===== config.mk =====
export PLATFORM = sky130hd
export DESIGN_NAME = snake_step_ctrl_flat
export DESIGN_NICKNAME = d
export VERILOG_FILES = /design/src/rtl/snake_pkg.sv /design/src/rtl/snake_step_ctrl_if.sv /design/src/rtl/step_timer.sv /design/src/rtl/snake_step_ctrl.sv /design/src/flat_wrapper.sv
export SDC_FILE = /design/constraint.sdc
export NUM_CORES = 1
export LEC_CHECK = 0
export ABC_CLOCK_PERIOD_IN_PS = 14050
export BUFFER_PORTS_ARGS = -buffer_cell sky130_fd_sc_hd__buf_2
export CORE_ASPECT_RATIO = 1.25
export CORE_MARGIN = 3
export CORE_UTILIZATION = 40
export CTS_CLUSTER_DIAMETER = 120
export CTS_CLUSTER_SIZE = 12
export DETAILED_ROUTE_END_ITERATION = 10
export PLACE_DENSITY_LB_ADDON = 0.1
export SLEW_MARGIN = 5
export SYNTH_ARGS = -nofsm -noshare
export SYNTH_HDL_FRONTEND = slang
export SYNTH_HIERARCHICAL = 1
export SYNTH_SLANG_ARGS = --single-unit
export TNS_END_PERCENT = 50

===== constraint.sdc =====
create_clock -name clk -period 14.05 [get_ports clk]
set_input_delay 0.7025 -clock clk [delete_from_list [all_inputs] [get_ports clk]]
set_output_delay 0.7025 -clock clk [all_outputs]
set_load 0.03 [all_outputs]

===== src/rtl/snake_pkg.sv =====
// rtl/snake_pkg.sv - shared constants, state encoding and direction helpers for the snake step controller
//
// Purpose: one place for the direction one-hot codes, the FSM state
// encoding, the reset body geometry and the direction helper functions.
// Ports: none (package).

package snake_pkg;

    // Direction one-hot codes, bit order {down, up, left, right}.
    localparam logic [3:0] DIR_NONE  = 4'b0000;
    localparam logic [3:0] DIR_RIGHT = 4'b0001;
    localparam logic [3:0] DIR_LEFT  = 4'b0010;
    localparam logic [3:0] DIR_UP    = 4'b0100;
    localparam logic [3:0] DIR_DOWN  = 4'b1000;

    localparam int         LEN_W        = 5;
    localparam logic [7:0] RESET_HEAD_X = 8'h40;
    localparam logic [7:0] RESET_HEAD_Y = 8'h40;
    localparam logic [4:0] RESET_LEN    = 5'd3;

    typedef enum logic [2:0] {
        ST_IDLE   = 3'd0,
        ST_WAIT   = 3'd1,
        ST_MOVE   = 3'd2,
        ST_SCAN   = 3'd3,
        ST_COMMIT = 3'd4,
        ST_OVER   = 3'd5
    } state_t;

    // Reduce a possibly multi-hot button vector to one direction,
    // priority left > right > up > down.
    function automatic logic [3:0] pick_dir(input logic [3:0] btn);
        if (btn[1]) return DIR_LEFT;
        if (btn[0]) return DIR_RIGHT;
        if (btn[2]) return DIR_UP;
        if (btn[3]) return DIR_DOWN;
        return DIR_NONE;
    endfunction

    // Opposite direction: swaps right<->left and up<->down.
    function automatic logic [3:0] opposite_dir(input logic [3:0] d);
        return {d[2], d[3], d[0], d[1]};
    endfunction

endpackage


===== src/rtl/snake_step_ctrl_if.sv =====
// rtl/snake_step_ctrl_if.sv - control, display-read and status signals of the snake step controller
//
// Purpose: bundles the game controls (start, btn_dir, food), the body read
// port (rd_idx -> rd_x/rd_y) and the status outputs into one interface.
// Modports: master drives start/btn_dir/food_x/food_y/rd_idx and observes
// the rest; slave (the controller) is the reverse.

interface snake_step_ctrl_if;
    logic       start;
    logic [3:0] btn_dir;
    logic [7:0] food_x;
    logic [7:0] food_y;
    logic [3:0] rd_idx;
    logic [7:0] rd_x;
    logic [7:0] rd_y;
    logic [7:0] head_x;
    logic [7:0] head_y;
    logic [4:0] length;
    logic [2:0] state;
    logic       game_over;
    logic       step_done;
    logic       food_eaten;

    modport master (
        output start, btn_dir, food_x, food_y, rd_idx,
        input  rd_x, rd_y, head_x, head_y, length, state, game_over, step_done, food_eaten
    );

    modport slave (
        input  start, btn_dir, food_x, food_y, rd_idx,
        output rd_x, rd_y, head_x, head_y, length, state, game_over, step_done, food_eaten
    );
endinterface


===== src/rtl/step_timer.sv =====
// rtl/step_timer.sv - tick counter that paces one snake step
//
// Purpose: counts enabled cycles 0..STEP_CYCLES-1 and flags the last one.
// Ports: clk, rst (async, active-high); en counts; clr forces the count to 0;
// done is high during the enabled cycle holding the final count.

module step_timer #(
    parameter int STEP_CYCLES = 6_000_000
) (
    input  logic clk,
    input  logic rst,
    input  logic en,
    input  logic clr,
    output logic done
);

    localparam logic [23:0] LAST = 24'(STEP_CYCLES - 1);

    logic [23:0] cnt_q;

    assign done = en && (cnt_q == LAST);

    always_ff @(posedge clk or posedge rst) begin
        if (rst) begin
            cnt_q <= 24'd0;
        end else if (clr) begin
            cnt_q <= 24'd0;
        end else if (en) begin
            cnt_q <= done ? 24'd0 : cnt_q + 24'd1;
        end
    end

endmodule


===== src/rtl/snake_step_ctrl.sv =====
// rtl/snake_step_ctrl.sv - snake game step controller: body buffer, heading and step FSM
//
// Purpose: waits STEP_CYCLES per step, computes the next head from the
// heading (with at most one buffered turn), checks walls in MOVE, checks
// self-collision one segment per cycle in SCAN and shifts the body in COMMIT.
// Ports: clk, rst (async, active-high); bus (slave modport): start, btn_dir,
// food_x/food_y, rd_idx in; rd_x/rd_y, head_x/head_y, length, state,
// game_over, step_done, food_eaten out.

module snake_step_ctrl
    import snake_pkg::*;
#(
    parameter int         STEP_CYCLES = 6_000_000,
    parameter int         MAX_LEN     = 16,
    parameter logic [7:0] GRID_MAX    = 8'd127
) (
    input  logic               clk,
    input  logic               rst,
    snake_step_ctrl_if.slave   bus
);

    localparam int              IDX_W     = $clog2(MAX_LEN);
    localparam logic [LEN_W-1:0] MAX_LEN_L = LEN_W'(MAX_LEN);

    state_t            state_q, state_d;

    logic [7:0]        seg_x [MAX_LEN];
    logic [7:0]        seg_y [MAX_LEN];
    logic [7:0]        init_x [MAX_LEN];
    logic [7:0]        init_y [MAX_LEN];
    logic [LEN_W-1:0]  len_q;
    logic [3:0]        heading_q;
    logic [3:0]        pending_q;
    logic [7:0]        nx_q, ny_q;
    logic              grow_q, eat_q;
    logic [IDX_W-1:0]  scan_idx_q;
    logic              step_done_q, food_eaten_q;

    logic              tmr_en, tmr_clr, tmr_done;
    logic              capture_en, restart, over_c;

    logic [3:0]        heading_eff, ref_dir, req;
    logic              req_ok;
    logic [7:0]        mv_x, mv_y;
    logic              wall_hit, food_hit, scan_hit, scan_end;
    logic [LEN_W-1:0]  scan_last;
    logic [IDX_W-1:0]  rd_sel;

    step_timer #(.STEP_CYCLES(STEP_CYCLES)) u_timer (
        .clk  (clk),
        .rst  (rst),
        .en   (tmr_en),
        .clr  (tmr_clr),
        .done (tmr_done)
    );

    // Reset body image: head at RESET_HEAD, remaining initial segments trailing to the left.
    always_comb begin
        for (int i = 0; i < MAX_LEN; i++) begin
            init_x[i] = 8'd0;
            init_y[i] = 8'd0;
        end
        for (int i = 0; i < int'(RESET_LEN); i++) begin
            init_x[i] = RESET_HEAD_X - 8'(i);
            init_y[i] = RESET_HEAD_Y;
        end
    end

    // The buffered turn takes effect in MOVE; this is the heading used for that step.
    assign heading_eff = (pending_q != DIR_NONE) ? pending_q : heading_q;

    // In MOVE the heading is being replaced, so a new request is judged against the new heading.
    assign ref_dir = (state_q == ST_MOVE) ? heading_eff : heading_q;
    assign req     = pick_dir(bus.btn_dir);
    assign req_ok  = (req != DIR_NONE) && (req != ref_dir) && (req != opposite_dir(ref_dir));

    always_comb begin
        mv_x = seg_x[0];
        mv_y = seg_y[0];
        case (heading_eff)
            DIR_RIGHT: mv_x = seg_x[0] + 8'd1;
            DIR_LEFT:  mv_x = seg_x[0] - 8'd1;
            DIR_UP:    mv_y = seg_y[0] - 8'd1;
            DIR_DOWN:  mv_y = seg_y[0] + 8'd1;
            default:   ;
        endcase
    end

    assign wall_hit = (mv_x == 8'd0) || (mv_x >= GRID_MAX) || (mv_y == 8'd0) || (mv_y >= GRID_MAX);
    assign food_hit = (mv_x == bus.food_x) && (mv_y == bus.food_y);

    // Without growth the tail cell is vacated this step, so it is excluded from the scan.
    assign scan_last = grow_q ? len_q - LEN_W'(1) : len_q - LEN_W'(2);
    assign scan_hit  = (seg_x[scan_idx_q] == nx_q) && (seg_y[scan_idx_q] == ny_q);
    assign scan_end  = (LEN_W'(scan_idx_q) == scan_last);

    // State register
    always_ff @(posedge clk or posedge rst) begin
        if (rst) begin
            state_q <= ST_IDLE;
        end else begin
            state_q <= state_d;
        end
    end

    // Next-state logic
    always_comb begin
        state_d = state_q;
        case (state_q)
            ST_IDLE:   if (bus.start) state_d = ST_WAIT;
            ST_WAIT:   if (tmr_done) state_d = ST_MOVE;
            ST_MOVE:   state_d = wall_hit ? ST_OVER : ST_SCAN;
            ST_SCAN: begin
                if (scan_hit) begin
                    state_d = ST_OVER;
                end else if (scan_end) begin
                    state_d = ST_COMMIT;
                end
            end
            ST_COMMIT: state_d = ST_WAIT;
            ST_OVER:   if (bus.start) state_d = ST_WAIT;
            default:   state_d = ST_IDLE;
        endcase
    end

    // Output / control decode
    always_comb begin
        tmr_en     = 1'b0;
        tmr_clr    = 1'b1;
        capture_en = 1'b0;
        restart    = 1'b0;
        over_c     = 1'b0;
        case (state_q)
            ST_IDLE:   restart = bus.start;
            ST_WAIT: begin
                tmr_en     = 1'b1;
                tmr_clr    = 1'b0;
                capture_en = 1'b1;
            end
            ST_MOVE,
            ST_SCAN,
            ST_COMMIT: capture_en = 1'b1;
            ST_OVER: begin
                over_c  = 1'b1;
                restart = bus.start;
            end
            default:   ;
        endcase
    end

    // Body, heading and step datapath
    always_ff @(posedge clk or posedge rst) begin
        if (rst) begin
            for (int i = 0; i < MAX_LEN; i++) begin
                seg_x[i] <= init_x[i];
                seg_y[i] <= init_y[i];
            end
            len_q        <= RESET_LEN;
            heading_q    <= DIR_RIGHT;
            pending_q    <= DIR_NONE;
            nx_q         <= 8'd0;
            ny_q         <= 8'd0;
            grow_q       <= 1'b0;
            eat_q        <= 1'b0;
            scan_idx_q   <= '0;
            step_done_q  <= 1'b0;
            food_eaten_q <= 1'b0;
        end else begin
            step_done_q  <= (state_q == ST_COMMIT);
            food_eaten_q <= (state_q == ST_COMMIT) && eat_q;

            if (restart) begin
                for (int i = 0; i < MAX_LEN; i++) begin
                    seg_x[i] <= init_x[i];
                    seg_y[i] <= init_y[i];
                end
                len_q     <= RESET_LEN;
                heading_q <= DIR_RIGHT;
                pending_q <= DIR_NONE;
                grow_q    <= 1'b0;
                eat_q     <= 1'b0;
            end else begin
                if (state_q == ST_MOVE) begin
                    heading_q  <= heading_eff;
                    pending_q  <= req_ok ? req : DIR_NONE;
                    nx_q       <= mv_x;
                    ny_q       <= mv_y;
                    eat_q      <= food_hit;
                    grow_q     <= food_hit && (len_q < MAX_LEN_L);
                    scan_idx_q <= '0;
                end else if (capture_en && req_ok) begin
                    pending_q <= req;
                end

                if (state_q == ST_SCAN) begin
                    scan_idx_q <= scan_idx_q + 1'b1;
                end

                if (state_q == ST_COMMIT) begin
                    for (int i = 1; i < MAX_LEN; i++) begin
                        seg_x[i] <= seg_x[i-1];
                        seg_y[i] <= seg_y[i-1];
                    end
                    seg_x[0] <= nx_q;
                    seg_y[0] <= ny_q;
                    if (grow_q) begin
                        len_q <= len_q + LEN_W'(1);
                    end
                end
            end
        end
    end

    assign rd_sel         = bus.rd_idx[IDX_W-1:0];
    assign bus.rd_x       = ({1'b0, bus.rd_idx} < len_q) ? seg_x[rd_sel] : 8'd0;
    assign bus.rd_y       = ({1'b0, bus.rd_idx} < len_q) ? seg_y[rd_sel] : 8'd0;
    assign bus.head_x     = seg_x[0];
    assign bus.head_y     = seg_y[0];
    assign bus.length     = len_q;
    assign bus.state      = state_q;
    assign bus.game_over  = over_c;
    assign bus.step_done  = step_done_q;
    assign bus.food_eaten = food_eaten_q;

endmodule


===== src/flat_wrapper.sv =====
// flat-port wrapper written by rule: the top's interface ports become plain ports
module snake_step_ctrl_flat import snake_pkg::*;
#(
    parameter int         STEP_CYCLES = 6_000_000,
    parameter int         MAX_LEN     = 16,
    parameter logic [7:0] GRID_MAX    = 8'd127
)
  (clk, rst, bus_start, bus_btn_dir, bus_food_x, bus_food_y, bus_rd_idx, bus_rd_x, bus_rd_y, bus_head_x, bus_head_y, bus_length, bus_state, bus_game_over, bus_step_done, bus_food_eaten);
  snake_step_ctrl_if bus_i ();
  input  logic clk;
  input  logic rst;
  input wire logic [$bits(bus_i.start)-1:0] bus_start;
  input wire logic [$bits(bus_i.btn_dir)-1:0] bus_btn_dir;
  input wire logic [$bits(bus_i.food_x)-1:0] bus_food_x;
  input wire logic [$bits(bus_i.food_y)-1:0] bus_food_y;
  input wire logic [$bits(bus_i.rd_idx)-1:0] bus_rd_idx;
  output wire logic [$bits(bus_i.rd_x)-1:0] bus_rd_x;
  output wire logic [$bits(bus_i.rd_y)-1:0] bus_rd_y;
  output wire logic [$bits(bus_i.head_x)-1:0] bus_head_x;
  output wire logic [$bits(bus_i.head_y)-1:0] bus_head_y;
  output wire logic [$bits(bus_i.length)-1:0] bus_length;
  output wire logic [$bits(bus_i.state)-1:0] bus_state;
  output wire logic [$bits(bus_i.game_over)-1:0] bus_game_over;
  output wire logic [$bits(bus_i.step_done)-1:0] bus_step_done;
  output wire logic [$bits(bus_i.food_eaten)-1:0] bus_food_eaten;
  assign bus_i.start = bus_start;
  assign bus_i.btn_dir = bus_btn_dir;
  assign bus_i.food_x = bus_food_x;
  assign bus_i.food_y = bus_food_y;
  assign bus_i.rd_idx = bus_rd_idx;
  assign bus_rd_x = bus_i.rd_x;
  assign bus_rd_y = bus_i.rd_y;
  assign bus_head_x = bus_i.head_x;
  assign bus_head_y = bus_i.head_y;
  assign bus_length = bus_i.length;
  assign bus_state = bus_i.state;
  assign bus_game_over = bus_i.game_over;
  assign bus_step_done = bus_i.step_done;
  assign bus_food_eaten = bus_i.food_eaten;
  snake_step_ctrl #(.STEP_CYCLES(STEP_CYCLES), .MAX_LEN(MAX_LEN), .GRID_MAX(GRID_MAX)) u_core (.clk(clk), .rst(rst), .bus(bus_i));
endmodule

==> results.yml <==
status:
  outcome: "finished, final reports clean"
global_route:
  grt_overflow: 0
  grt_usage_pct: 20.7
  antenna_found_initial: 0
  grt_pass1_wl_um: 84800
  first_global_vias: 14400
  grt_max_degree: 163
drt:
  drt_iter0_markers: 1218
  wl_met1_um: 23700
  post-route-drc-count: 0
  wl_met3_um: 2470
  wl_per_cell_um: 20.8
  vias_per_cell: 5.76
  num_vias: 14800
  ant_nets: 0
  top_layer_used: "met4"
  routed_wl_um: 53500
  wl_met2_um: 25900
  drtPass1Iterations: 6
floorplanning:
  die_x_um: 201
  die_y_um: 250
  start_util_pct: 40.9
  fp-row-count: 88
  io_pins: 70
  dieArea_um2: 50400
  core_um2: 46700
sta:
  fin_crit_ns: 4.13
  setup_viol: 0
  worst_slew_pin_slew_ns: 1.12
  hold_ws_ns: 0.218
  clock_skew_ns: 0.0212
  relSlewSlack_pct: 25.5
  rsz0062_at_grt: "false"
  finalHoldViolations: 0
  period_share_pct: 29.4
  setup_slack_ns: 9.92
  totalNegativeSetupSlack_ns: 0
  final_max_slew_viol_count: 0
  max_freq_mhz: 242
logic_synthesis:
  synth_cell_types: 77
  synth_nets: 2022
  yosysWarnings: 6
  ys_ff_latch: 320
  synthTopCellsByArea: "dfrtp_1 40%, mux4_2 17%, nand2_1 11%"
  synth_cells: 1977
  mappedNetlistArea_um2: 19100
  ys_async_sr_fraction_pct: 100
  ys_seq_area_share_pct: 42.1
  synth_top_area_cell: "dfrtp_1"
  synth_edf_count: 0
  yosys_most_used_dff: "dfrtp_1"
  avgSynthCellArea_um2: 9.66
  yosys.area.top_type_share_pct: 39.6
  synth_commonest_cells: "566 x nand2_1, 302 x dfrtp_1, 268 x a21oi_1, 142 x mux4_2, 113 x clkbuf_1"
  yosysMostFrequentCell: "nand2_1"
worst_setup_path:
  cp-end-kind: "primary output"
  slowest_delay_ns: 0.75
  path_buf_inv: 3
  required_ns: 13.35
  crit_start: "bus_rd_idx[0]"
  critPathKind: "in2out"
  cp_top_family: "buffers and inverters"
  worstPathMaxFanout: 43
  timing.rr.start: "u_core/pending_q[0]"
  crit_chain: "buf_4, buf_4, mux4_2, mux4_2, nor2b_1, buf_2"
  arrival_ns: 3.42
  r2r_setup_slack_ns: 10.02
  startpoint_type: "input port"
  slowest_stage: "buf_4"
placed_design:
  place_area_um2: 19600
  gp_congestion: 0.816
  dp_cells: 2517
  port-buffer-count: 69
  dp_hpwl_um: 33400
  place_ws_ns: 9.85
cts:
  clockBufferDepth: 3
  cts_tree: "built"
  hold_buffers: 0
  clkLatencyLatePin_ns: 0.59
  htree_levels: 1
  clock-root-buffer: "clkbuf_16"
  cts_resized: 0
  cts_sinks: 320
  post_cts_buffers: 0
  path_clk_slew_ns: 0.06
  cts_buffers: 30
power_and_ir_drop:
  power_density_nw_per_um2: 87.6
  power_mw: 1.80
  leakage_nw: 7.98
  vdd_drop_max_mv: 0.0877
layout:
  layout.nets: 1964
  area_growth_pct: 7.50
  diodes: 0
  fin_cells: 2573
  n_fill_cell: 4560
  drive_above_1_share_pct: 15.6
  design_area_um2: 20500
  final_util_pct: 44.0
job:
  max_cap_viol_count: 0
hold_path:
  worst_hold_path_type: "in2async"
worst register-to-register path, delay by kind of cell (launching register included):
kind | cells | cell delay (ns)
xor gates and xnor gates | 1 | 0.20
DFF | 1 | 0.48
adders and majority gates | 1 | 0.29
muxes | 1 | 0.28
and+or+nand+nor | 6 | 2.08
AOI/OAI and AO/OA | 3 | 0.63
path summary, 6_finish.rpt:
check | to | cells past startpoint
worst max-delay path | bus_rd_y[7] | 6
worst min-delay path | u_core/bus.step_done | 2
worst max register to register | u_core/bus.state[2] | 12
worst min register to register | u_core/eat_q | 2
max in group asynchronous | u_core/scan_idx_q[3] | 4
min in group clk | u_core/pending_q[0] | 2
cell families after synthesis:
logic type	Yosys count	share of synthesized area [%]
buffers and inverters	200	4.50
adders and majority gates	18	1.22
AOI/OAI and AO/OA	379	11.2
and+or+nand+nor	783	17.7
DFF	320	42.1
muxes	189	19.2
xor gates and xnor gates	88	4.18
placed cells by master (no fill, tap or decap), types with 16 or more instances in the layout:
cell type / instances
nor2_1: 56
buf_2: 67
nor2b_1: 17
and3_1: 16
nand3_1: 35
ha_1: 17
o21ai_0: 33
clkbuf_16: 31
dfrtp_1: 298
inv_1: 22
xnor2_1: 45
mux2i_1: 45
dfstp_2: 18
nand2_1: 565
buf_4: 19
xor2_1: 41
clkbuf_1: 24
a21oi_1: 268
mux4_2: 142
registers in the layout, indices dropped and copies added, names as in the netlist, 5 cells and up:
| register | count |
|---|---|
| u_core/ny_q | 8 |
| u_core/seg_y | 120 |
| u_core/bus.length | 5 |
| u_core/bus.head_y | 8 |
| u_core/nx_q | 8 |
| u_core/bus.head_x | 8 |
| u_core/seg_x | 120 |
| u_core/u_timer/cnt_q | 24 |
layer usage:
metal	vias up	track usage, %
met2	304	34.1
met3	69	2.79
li1	6818	-
met4	0	5.84
met5	-	0
met1	7637	29.0
final cells by class:
cell class                      count  area, um^2  share of cell area (%)
Multi-Input combinational cell   1457       10200                    49.8
Sequential cell                   320        8040                    39.2
Tap cell                          630         788                    3.84
Clock buffer                       55         866                    4.22
Inverter                           24         105                   0.512
Clock inverter                      1        30.0                   0.146
Timing Repair Buffer               86         478                    2.33
report_power, final:
part | leakage, nW | internal, mW | switching, mW
logic | 4.47 | 0.0251 | 0.0533
registers | 3.09 | 0.922 | 0.00158
clock network | 0.424 | 0.429 | 0.368
total | 7.98 | 1.38 | 0.423
Power figures use the tool's default switching activity.
